`src/rtl/sensor_sequencer.sv`:
```
// Timed sensor/ADC sequencing for SET_SIGNAL and AUTO_READ: sync wait, timing1/timing2, ADC wait.
// Status flags stay set until an accepted start or an abort; abort overrides everything except reset.
module sensor_sequencer #(
  parameter int CNT_W = 25
) (
  input  logic             clk,
  input  logic             rst,
  input  logic             start_set_signal,
  input  logic             start_auto_read,
  input  logic             abort,
  input  logic [15:0]      sync,
  input  logic [7:0]       sig_mask,
  input  logic [7:0]       sig_value,
  input  logic [CNT_W-1:0] timing1,
  input  logic [CNT_W-1:0] timing2,
  input  logic             pause,
  input  logic             adc_conversion_complete,
  input  logic [15:0]      adc_value,
  output logic [2:0]       sens_config,
  output logic             sens_enable,
  output logic             sens_read,
  output logic             adc_enable,
  output logic             adc_read,
  output logic             busy,
  output logic [15:0]      adc_value_cached,
  output logic [7:0]       flags
);
  typedef enum logic [2:0] {IDLE, SYNC, T1, T2, ADC_WAIT} state_e;

  state_e           state_q;
  logic [CNT_W-1:0] cnt_q, t1_q, t2_q;
  logic             auto_q;
  logic [7:1]       mask_q, value_q;
  logic [7:1]       sig_q;  // {sens_config, sens_enable, sens_read, adc_enable, adc_read}
  logic [15:0]      cached_q;
  logic             conv_q, abusy_q, upause_q, err_q;
  logic [7:1]       sig_d;
  logic             start_any, start_one, unused_pad;

  assign sig_d      = (sig_q & ~mask_q) | (value_q & mask_q);
  assign start_any  = start_set_signal | start_auto_read;
  assign start_one  = start_set_signal ^ start_auto_read;
  assign unused_pad = sig_mask[0] ^ sig_value[0];

  always_ff @(posedge clk or posedge rst) begin
    if (rst) begin
      state_q  <= IDLE;
      cnt_q    <= '0;
      t1_q     <= '0;
      t2_q     <= '0;
      auto_q   <= 1'b0;
      mask_q   <= '0;
      value_q  <= '0;
      sig_q    <= '0;
      cached_q <= '0;
      conv_q   <= 1'b0;
      abusy_q  <= 1'b0;
      upause_q <= 1'b0;
      err_q    <= 1'b0;
    end else if (abort) begin
      state_q  <= IDLE;
      sig_q    <= '0;
      conv_q   <= 1'b0;
      abusy_q  <= 1'b0;
      upause_q <= 1'b0;
      err_q    <= 1'b0;
    end else begin
      if (state_q != IDLE && start_any)
        abusy_q <= 1'b1;
      if ((state_q == T1 || state_q == T2 || state_q == ADC_WAIT) && pause)
        upause_q <= 1'b1;
      case (state_q)
        IDLE: begin
          if (start_one) begin
            // AUTO_READ needs all four control signals low before it may own them
            if (start_auto_read && sig_q[4:1] != 4'b0000) begin
              err_q <= 1'b1;
            end else begin
              conv_q   <= 1'b0;
              abusy_q  <= 1'b0;
              upause_q <= 1'b0;
              err_q    <= 1'b0;
              auto_q   <= start_auto_read;
              mask_q   <= sig_mask[7:1];
              value_q  <= sig_value[7:1];
              t1_q     <= timing1;
              t2_q     <= timing2;
              cnt_q    <= {{(CNT_W-16){1'b0}}, sync};
              state_q  <= SYNC;
            end
          end else if (start_set_signal && start_auto_read) begin
            err_q <= 1'b1;
          end
        end
        SYNC: begin
          if (cnt_q == '0) begin
            if (auto_q) begin
              sig_q[4] <= 1'b1;
              cnt_q    <= t1_q;
              state_q  <= T1;
            end else begin
              sig_q   <= sig_d;
              state_q <= (sig_d[1] && !sig_q[1]) ? ADC_WAIT : IDLE;
            end
          end else begin
            cnt_q <= cnt_q - CNT_W'(1);
          end
        end
        T1: begin
          if (cnt_q == '0) begin
            sig_q[3] <= 1'b1;
            sig_q[2] <= 1'b1;
            cnt_q    <= t2_q;
            state_q  <= T2;
          end else begin
            cnt_q <= cnt_q - CNT_W'(1);
          end
        end
        T2: begin
          if (cnt_q == '0) begin
            sig_q[1] <= 1'b1;
            state_q  <= ADC_WAIT;
          end else begin
            cnt_q <= cnt_q - CNT_W'(1);
          end
        end
        ADC_WAIT: begin
          if (adc_conversion_complete) begin
            cached_q <= adc_value;
            conv_q   <= 1'b1;
            if (auto_q)
              sig_q[4:1] <= 4'b0000;
            state_q <= IDLE;
          end
        end
        default: state_q <= IDLE;
      endcase
    end
  end

  assign sens_config      = sig_q[7:5];
  assign sens_enable      = sig_q[4];
  assign sens_read        = sig_q[3];
  assign adc_enable       = sig_q[2];
  assign adc_read         = sig_q[1];
  assign busy             = (state_q != IDLE);
  assign adc_value_cached = cached_q;
  assign flags            = {conv_q, abusy_q, upause_q, err_q, 4'b0000};
endmodule

```
`config.mk`:
```
export PLATFORM = sky130hd
export DESIGN_NAME = sensor_sequencer
export DESIGN_NICKNAME = d
export VERILOG_FILES = /design/src/rtl/sensor_sequencer.sv
export SDC_FILE = /design/constraint.sdc
export NUM_CORES = 1
export LEC_CHECK = 0
export CAP_MARGIN = 20
export CORE_MARGIN = 8
export CORE_UTILIZATION = 42
export DETAILED_ROUTE_END_ITERATION = 10
export PLACE_DENSITY = 0.71
export SLEW_MARGIN = 20
export SYNTH_ARGS = -nofsm -noshare
export SYNTH_HDL_FRONTEND = slang
export SYNTH_SLANG_ARGS = --single-unit
```
`constraint.sdc`:
```
create_clock -name clk -period 4.4 [get_ports clk]
set_input_delay 0.66 -clock clk [delete_from_list [all_inputs] [get_ports clk]]
set_output_delay 0.66 -clock clk [all_outputs]
set_load 0.01 [all_outputs]
```
==> summary.md, run 1 <==
| Metric | Value |
|---|---|
| Setup CP Type | `reg2out` |
| Ys flop type | `dfrtp_1` |
| Status | `finished, final reports clean` |
| Crit path buf inv count | `3` |
| Hold Vio Cnt, Final | `0` |
| Layout Area Growth over Synthesis | `33.0%` |
| Ant. Diodes | `0` |
| Yosys cell types | `60` |
| CP required | `3.74 ns` |
| Worst hold path depth | `1` |
| Die width | `137 um` |
| GP Congestion | `0.853` |
| Vias in the first global route | `5338` |
| Max Cap Viol | `0` |
| Pwr dens | `550 nW/um^2` |
| Setup Buffers After CTS | `0` |
| CTS tree | `built` |
| Clk_skew | `0.00575 ns` |
| IO Count | `between 100 and 150` |
| Setup TNS | `0 ns` |
| GRT Total Usage | `about a fifth` |
| Initial core utilization | `42.6%` |
| Worst path most repeated cell | `inv_1` |
| Vias/cell | `between 5 and 6` |
| Initial antenna violation count | `0` |
| Clk slew on worst S/H paths | `approximately 0.060 ns` |
| Post-DP HPWL | `12.1 mm` |
| Global-route wire length before repair | `27.4 mm` |
| Final Hold Slack | `between 0.4 and 0.5 ns` |
| Mapped Area | `6120 sq um` |
| Number of synthesized flops with an enable pin | `0` |
| Cells after Synth | `approximately 580` |
| Mean routed wirelength per cell | `19.4 um` |
| Syn_area_per_cell | `around 11 sq um` |
| Fin area | `between 8000 and 9000 sq um` |
| Worst skew pair latency | `roughly 0.42 ns` |
| Post-route DRC | `0` |
| Post-layout nets | `~810` |
| Max FO, Critical Path | `15` |
| RSZ-0062 raised after global routing | `no` |
| Port bufs | `130` |
| Final WL | `approximately 17 mm` |
| First-pass DRT Iterations | `5` |
| Critical Path, Cell by Cell | `inv_1, nand2_1, nor2_1, inv_1, clkdlybuf4s50_1` |
| DP Area | `7530 sq um` |
| Largest net degree at the start of global routing | `~70` |
| Clk sink count | `120` |
| Commonest non-fill, non-tap cell in the layout | `clkdlybuf4s50_1` |
| CTS Hold Bufs | `0` |
| Worst IR drop on VDD | `0.351 mV` |
| LEAKAGE | `3.35 nW` |
| DR vias | `5101` |
| Final global-route overflow total | `0` |
| Cells on worst reg2reg path | `8` |
| Synth Register Bits | `120` |
| Clock Root Buffer | `clkbuf_16` |
| Hold endpoint | `err_q` |
| CTS Buffer Depth | `2` |
| Element type at the critical path end | `output pin` |
| Antenna-violating nets left | `0` |
| Worst setup SP type | `register` |
| Hold Crit Class | `reg2reg` |
| Most frequent cells in the layout | `130 x clkdlybuf4s50_1, 120 x dfrtp_1, 80 x mux2_2` |
| Core area | `about 14000 sq um` |
| Slew headroom | `a little under two fifths` |
| CP peak stage delay | `0.54 ns` |
| Max Fclk | `around 310 MHz` |
| Worst Max-Slew Pin Slew | `approximately 0.92 ns` |
| Resized cells post-CTS | `0` |
| Die ar. | `between 15000 and 20000 sq um` |
| Critical path arrival | `2.56 ns` |
| Kind of cell adding the most delay to the critical path | `buffers and inverters` |
| Final slew viol count | `0` |
| Yosys warns | `0` |
| Final worst path period share | `between 70 and 80%` |
| Post-layout min period | `between 3 and 4 ns` |
| Async set-reset flop share out of synthesis | `100%` |
| Reg-to-Reg Start | `cnt_q[0]` |
| Placement Rows | `44` |
| CTS Buf Count | `17` |
| Die Y | `137 um` |
| # setup viols final | `0` |
| Slowest cell on the critical path | `dfrtp_1` |
| R2r setup slk | `~1.3 ns` |
| Initial DRC count | `~480` |
| Worst Hold Launch | `err_q` |
| Worst R2R End | `cnt_q[6]` |
| H-tree depth | `4` |
| Register area share after synthesis | `49.1%` |
| Layout cells sized above 1 | `18.7%` |
## final cells by class
class,instances,area (sq um)
inverter,10,40.0
multi-input combinational,414,2890
clock inverter,12,151
fill,1195,6240
timing repair buffer,137,1370
clock buffer,19,453
tap,184,230
sequential,120,3000
## power by group
group,total (mW),switching [mW],internal [mW]
Sequential,1.83,0.314,1.51
Clock,1.42,0.510,0.914
Combinational,1.22,0.562,0.662
Total,4.48,1.39,3.09
## flip-flops by register name, summed over array words and instances, names as in the netlist
register	cells
err_q	1
cnt_q	25
sig_q	7
abusy_q	1
state_q	3
auto_q	1
adc_value_cached	16
t2_q	25
value_q	7
conv_q	1
t1_q	25
upause_q	1
mask_q	7
## cell usage after synthesis (all sizes together), types with 10 or more instances
cell type	n	area (sq um)
a21oi	23	115
a22o	14	123
a22oi	17	128
buf	13	96.3
clkbuf	27	103
dfrtp	120	3000
inv	10	37.5
mux2	80	901
nand2	29	109
nand3	12	60.1
nor2	47	179
nor3	22	136
nor4	17	121
o21ai	62	310
## worst register-to-register path, stage by stage, from the launching register on
cell	delay (ns)
dfrtp_1	0.43
inv_1	0.08
ha_1	0.23
or4b_4	0.52
or3_1	0.62
nor3_4	0.65
nor2_1	0.11
a211oi_1	0.23
o21ai_0	0.12
## cells by family (layout without fill, tap and decap cells)
logic type / count (synthesis) / in the layout / synth area share, %
other: 1 / 4 / 0.0613
xor gates and xnor gates: 2 / 2 / 0.286
DFF: 120 / 120 / 49.1
and+or+nand+nor: 162 / 162 / 13.9
muxes: 85 / 85 / 15.5
buffers and inverters: 50 / 178 / 3.87
AOI/OAI and AO/OA: 158 / 158 / 16.6
adders and majority gates: 3 / 3 / 0.614
## metrics by stage
step	total power [mW]	utilization [%]	worst slack, ns	std cells
after detailed placement	3.05	52.4	1.29	865
after global routing	4.73	56.6	0.961	896
after floorplan	2.60	-	0.554	584
final	4.48	56.6	1.18	896
after global placement	2.99	52.4	1.32	865
after CTS	4.50	56.6	1.18	896
## per-layer routing
layer  share of wire [%]  wire length [um]  GRT usage [%]
met5                   0                 0              0
met4                 1.1               193           4.51
met3                  10              1780           8.33
met2                  47              8170           29.9
met1                  42              7200           22.5
## worst max path at each step
stage	slack [ns]	startpoint	endpoint	depth (start not counted)
after floorplan	0.55	rst	abusy_q	1
after global placement	1.32	cnt_q[8]	cnt_q[24]	6
after detailed placement	1.29	cnt_q[0]	cnt_q[6]	8
after CTS	1.18	state_q[1]	busy	5
after global routing	0.96	cnt_q[8]	cnt_q[18]	6
final	1.18	state_q[1]	busy	5
Power figures use the tool's default switching activity.
==> run 2, diff against run 1 <==
PLACE_DENSITY = 0.73   (was 0.71)
clock period = 2.9 ns   (was 4.4 ns; I/O delays follow)
==> run 2 against run 1 <==
Hold slack gained 0.0048 ns. Combinational power is 57% higher. Register-to-register slack worse by 1.0 ns. Highest routed layer unchanged. Die area unchanged. Cell count increased by 2.5%. Global-route usage grew 0.069 points. Flip-flop and latch count stayed put. Largest power group unchanged.
==> summary.md, run 2 (synthesis gave the netlist of run 1 again) <==
| Metric | Value |
|---|---|
| Reg-to-Reg Start | `cnt_q[1]` |
| Max FO, Critical Path | `17` |
| # setup viols final | `0` |
| Post-DP HPWL | `approximately 12 mm` |
| Clk_skew | `between 0.006 and 0.007 ns` |
| Clk slew on worst S/H paths | `roughly 0.060 ns` |
| Mean routed wirelength per cell | `between 15 and 20 um` |
| First-pass DRT Iterations | `5` |
| Commonest non-fill, non-tap cell in the layout | `clkdlybuf4s50_1` |
| Final slew viol count | `0` |
| Cells on worst reg2reg path | `9` |
| Final WL | `approximately 17 mm` |
| Die width | `137 um` |
| Final global-route overflow total | `0` |
| GRT Total Usage | `a little under a fifth` |
| Worst Max-Slew Pin Slew | `between 0.7 and 0.8 ns` |
| Post-layout nets | `829` |
| LEAKAGE | `approximately 3.4 nW` |
| GP Congestion | `a little under 0.9` |
| Clock Root Buffer | `clkbuf_16` |
| Initial core utilization | `42.6%` |
| Initial antenna violation count | `0` |
| CTS Buf Count | `17` |
| Top Registers | `cnt_q (25), t1_q (25), t2_q (25)` |
| Clk sink count | `120` |
| Initial DRC count | `around 360` |
| Most frequent cells in the layout | `130 x clkdlybuf4s50_1, 120 x dfrtp_1, 80 x mux2_2` |
| Worst Setup SP | `cnt_q[1]` |
| CP required | `3.19 ns` |
| CTS Hold Bufs | `0` |
| Worst R2R End | `cnt_q[2]` |
| Setup CP Type | `reg2reg` |
| Hold Crit Class | `reg2reg` |
| Clock power frac | `30.7%` |
| Critical path arrival | `slightly below 3 ns` |
| Switch Pwr | `2.12 mW` |
| Largest net degree at the start of global routing | `around 120` |
| Die Y | `between 100 and 150 um` |
| IO Count | `between 100 and 150` |
| Element type at the critical path end | `register` |
| Max Cap Viol | `0` |
| Multi-input gate area | `around 2900 sq um` |
| CTS tree | `built` |
| Layout Area Growth over Synthesis | `35.7%` |
| Worst setup SP type | `register` |
| Final worst path period share | `~93%` |
| Setup Buffers After CTS | `0` |
| Worst IR drop on VDD | `roughly 0.46 mV` |
| Vias in the first global route | `between 5000 and 6000` |
| Ant. Diodes | `0` |
| Slew headroom | `between 50% and 60%` |
| Core area | `~14000 sq um` |
| DR vias | `roughly 5200` |
| Status | `finished, final reports clean` |
| Global-route wire length before repair | `~28 mm` |
| RSZ-0062 raised after global routing | `no` |
| Antenna-violating nets left | `0` |
| R2r setup slk | `about 0.21 ns` |
| Reg area | `about 3000 sq um` |
| Vias/cell | `between 5 and 6` |
| Worst skew pair latency | `~0.42 ns` |
| Fill cells | `about 1200` |
| DP Area | `approximately 7700 sq um` |
| Max Fclk | `approximately 370 MHz` |
| Placement Rows | `44` |
| Port bufs | `130` |
| Post-layout min period | `2.69 ns` |
| Setup TNS | `0 ns` |
| Resized cells post-CTS | `0` |
| Layout cells sized above 1 | `between 20% and 30%` |
| Int Power | `roughly 4.6 mW` |
| Switching Fraction | `31.4%` |
| Fin area | `8300 sq um` |
| Critical Path Sink | `cnt_q[2]` |
| Logic pwr share | `around 28%` |
| Sequential Power Share | `between 40 and 50%` |
| Die ar. | `18700 sq um` |
| Pwr dens | `~810 nW/um^2` |
| H-tree depth | `4` |
| Post-route DRC | `0` |
| CTS Buffer Depth | `2` |
| Hold Vio Cnt, Final | `0` |
## run 2: changes by cell type in the layout (fill, tap and decap cells not counted), sizes merged
cell	previous run	this run
buf	7	28
bufinv	3	2
clkbuf	19	18
clkinv	7	6
clkinvlp	2	6
## run 2: cell type report
| type | count | share of cell area [%] |
|---|---|---|
| Tap cell | 184 | 2.77 |
| Clock inverter | 14 | 1.82 |
| Multi-Input combinational cell | 414 | 34.8 |
| Sequential cell | 120 | 36.2 |
| Timing Repair Buffer | 158 | 18.7 |
| Inverter | 10 | 0.497 |
| Clock buffer | 18 | 5.29 |
## run 2: worst min-delay path by stage
| stage | from | endpoint | cells past startpoint |
|---|---|---|---|
| floorplan | abusy_q | abusy_q | 1 |
| detailed placement | err_q | err_q | 1 |
| finish | abusy_q | abusy_q | 1 |
| global placement | err_q | err_q | 1 |
| global route | adc_value_cached[4] | adc_value_cached[4] | 1 |
| CTS | abusy_q | abusy_q | 1 |
## run 2: critical path, stage by stage, from the launching register on
cell and delay, ns:
dfrtp_1 0.40, inv_1 0.08, ha_1 0.22, or4b_4 0.52
or3_1 0.47, nor3_4 0.19, buf_4 0.24, nor3b_1 0.08
nor3_1 0.25, o31ai_1 0.12
## run 2: stage by stage
step	std cells	power (mW)	setup slack (ns)	utilization [%]	hold slack, ns
3_3_place_gp	886	4.60	0.341	53.7	0.478
4_1_cts	918	6.82	0.258	57.8	0.501
3_5_place_dp	886	4.70	0.282	53.7	0.487
6_report	918	6.76	0.214	57.8	0.494
5_1_grt	918	7.15	0.0970	57.8	0.520
2_1_floorplan	584	3.95	0.429	-	0.465
## run 2: routing by layer
metal | wire, um | part of all wire (%) | vias up | global-route usage [%]
li1 | - | - | 2432 | -
met1 | 6960 | 41 | 2554 | 21.9
met2 | 8380 | 49 | 206 | 31.1
met3 | 1420 | 8.3 | 26 | 6.53
met4 | 279 | 1.6 | 0 | 6.96
met5 | 0 | 0 | - | 0
## run 2: power by group through the flow
| stage | Combinational [mW] | Clock [mW] | Sequential (mW) |
|---|---|---|---|
| floorplan | 1.30 | 0 | 2.65 |
| global placement | 1.86 | 0 | 2.74 |
| detailed placement | 1.92 | 0 | 2.78 |
| CTS | 1.93 | 2.12 | 2.76 |
| global route | 2.11 | 2.19 | 2.85 |
| finish | 1.92 | 2.08 | 2.77 |
==> run 3, diff against run 2 <==
ABC_CLOCK_PERIOD_IN_PS = 2900   (was unset)
CORE_UTILIZATION = 46   (was 42)
PLACE_DENSITY = 0.79   (was 0.73)
==> run 3 against run 2 <==
Count of clock-buffer cells in the layout rose by 6. Critical path depth is the same. Flip-flop and latch count did not move. Maximum frequency up 0.50%. Cell count down 0.98%. Register-to-register slack barely moved. Combinational power is essentially flat. Sequential share of layout area rose by 0.14 points. Largest power group unchanged. Highest routed layer unchanged.
==> summary.md, run 3 (synthesis gave the netlist of run 1 again) <==
| Metric | Value |
|---|---|
| Worst path most repeated cell | `o21ai_0` |
| Clk sink count | `between 100 and 150` |
| Critical path arrival | `2.96 ns` |
| Final Hold Slack | `0.495 ns` |
| Final worst path period share | `around 92%` |
| # setup viols final | `0` |
| Worst setup SP type | `register` |
| Worst Setup SP | `cnt_q[1]` |
| Worst Max-Slew Pin Slew | `~0.68 ns` |
| Setup TNS | `0 ns` |
| IO Count | `between 100 and 150` |
| Final slew viol count | `0` |
| Clk slew on worst S/H paths | `0.05 ns` |
| Ant. Diodes | `0` |
| Hold Crit Class | `reg2reg` |
| Placement Rows | `42` |
| Dpl cells | `roughly 880` |
| Slowest cell on the critical path | `or4b_4` |
| CTS tree | `built` |
| Reg-to-Reg Start | `cnt_q[1]` |
| Layout cells sized above 1 | `about a fifth` |
| Most Crowded Layer GR | `met2` |
| Fill cells | `1062` |
| Global-route wire length before repair | `28.1 mm` |
| GR Util met2 | `32.0%` |
| Final WL | `16.9 mm` |
| Most frequent cells in the layout | `130 x clkdlybuf4s50_1, 120 x dfrtp_1, 80 x mux2_2` |
| Worst Hold Launch | `abusy_q` |
| Clock Root Buffer | `clkbuf_16` |
| CTS Buf Count | `17` |
| Die ar. | `around 17000 sq um` |
| Commonest non-fill, non-tap cell in the layout | `clkdlybuf4s50_1` |
| Element type at the critical path end | `register` |
| Post-route DRC | `0` |
| Post-DP HPWL | `approximately 12 mm` |
| RSZ-0062 raised after global routing | `no` |
| Slew headroom | `between 50% and 60%` |
| Initial DRC count | `between 400 and 500` |
| Finished Layout Cells | `approximately 910` |
| CTS Hold Bufs | `0` |
| First-pass DRT Iterations | `5` |
| Vias/cell | `roughly 5.7` |
| Worst IR drop on VDD | `roughly 0.55 mV` |
| Final global-route overflow total | `0` |
| Kind of cell adding the most delay to the critical path | `simple AND/OR/NAND/NOR gates` |
| Status | `finished, final reports clean` |
| H-tree depth | `4` |
| DR vias | `between 5000 and 6000` |
| Placement Setup Slack | `approximately 0.15 ns` |
| Die width | `131 um` |
| Post-layout min period | `between 2 and 3 ns` |
| Worst skew pair latency | `0.41 ns` |
| Layout Area Growth over Synthesis | `35.2%` |
| Largest net degree at the start of global routing | `approximately 120` |
| Crit path buf inv count | `2` |
| Antenna-violating nets left | `0` |
| Max Fclk | `374 MHz` |
| Post-layout nets | `just over 800` |
| Initial core utilization | `a little under half` |
| LEAKAGE | `approximately 3.4 nW` |
| Top Registers | `cnt_q (25), t1_q (25), t2_q (25)` |
| GP Congestion | `around 0.85` |
| Mean routed wirelength per cell | `roughly 19 um` |
| CP peak stage delay | `0.51 ns` |
| Max FO, Critical Path | `7` |
| Vias in the first global route | `5578` |
| Max Cap Viol | `0` |
| Met3 Use GR | `under 10%` |
| Setup CP Type | `reg2reg` |
| GRT Total Usage | `around 20%` |
| Core area | `13100 sq um` |
| CP required | `~3.2 ns` |
| Pwr dens | `815 nW/um^2` |
| Critical Path, Cell by Cell | `inv_1, ha_1, or4b_4, or3_1, nor3_4, buf_4, o21ai_0, a21oi_1, o21ai_0` |
| Port bufs | `130` |
| Hold Vio Cnt, Final | `0` |
| Util after Layout | `between 60% and 70%` |
| R2r setup slk | `around 0.23 ns` |
| Grt met1 use | `around 24%` |
| Total power | `between 6 and 7 mW` |
| CTS Buffer Depth | `2` |
| Fin area | `8270 sq um` |
| Die Y | `between 100 and 150 um` |
| DP Area | `7680 sq um` |
| Initial antenna violation count | `0` |
| Clk_skew | `approximately 0.0074 ns` |
| Min setup slack post-route | `0.227 ns` |
==> run 3: report_power, final <==
| group | switching (mW) | internal (mW) | total, mW |
|---|---|---|---|
| clock network | 0.749 | 1.33 | 2.08 |
| logic | 0.859 | 1.05 | 1.91 |
| registers | 0.456 | 2.30 | 2.75 |
| total | 2.06 | 4.67 | 6.74 |
==> run 3: cell type report <==
| type | instances | area (sq um) | area share, % |
|---|---|---|---|
| sequential | 120 | 3000 | 36.3 |
| multi-input combinational | 414 | 2890 | 34.9 |
| timing repair buffer | 157 | 1540 | 18.6 |
| clock buffer | 24 | 482 | 5.82 |
| tap | 176 | 220 | 2.66 |
| clock inverter | 8 | 95.1 | 1.15 |
| inverter | 10 | 41.3 | 0.499 |
==> run 3: layer usage <==
metal	wire, um	vias up
met5	0	-
met4	278	0
met3	1280	27
met2	8160	177
met1	7220	2567
li1	-	2430
==> run 3: worst register-to-register path: cells and delay by family (launching register included) <==
| family | cells | cell delay (ns) |
|---|---|---|
| AOI/OAI and AO/OA | 3 | 0.31 |
| adders and majority gates | 1 | 0.21 |
| buffers and inverters | 2 | 0.29 |
| DFF | 1 | 0.40 |
| and+or+nand+nor | 3 | 1.33 |
==> run 3: final timing paths <==
| path | cells after the start | endpoint |
|---|---|---|
| setup / recovery | 9 | cnt_q[13] |
| hold / removal | 1 | abusy_q |
| setup reg to reg | 9 | cnt_q[13] |
| hold reg to reg | 1 | abusy_q |
| max in group asynchronous | 3 | adc_value_cached[2] |
| min in group asynchronous | 3 | upause_q |
==> run 3: timing repair <==
item,CTS,global route
setup buffers,0,2
gates resized for setup,0,0
endpoints found under the setup margin,0,5
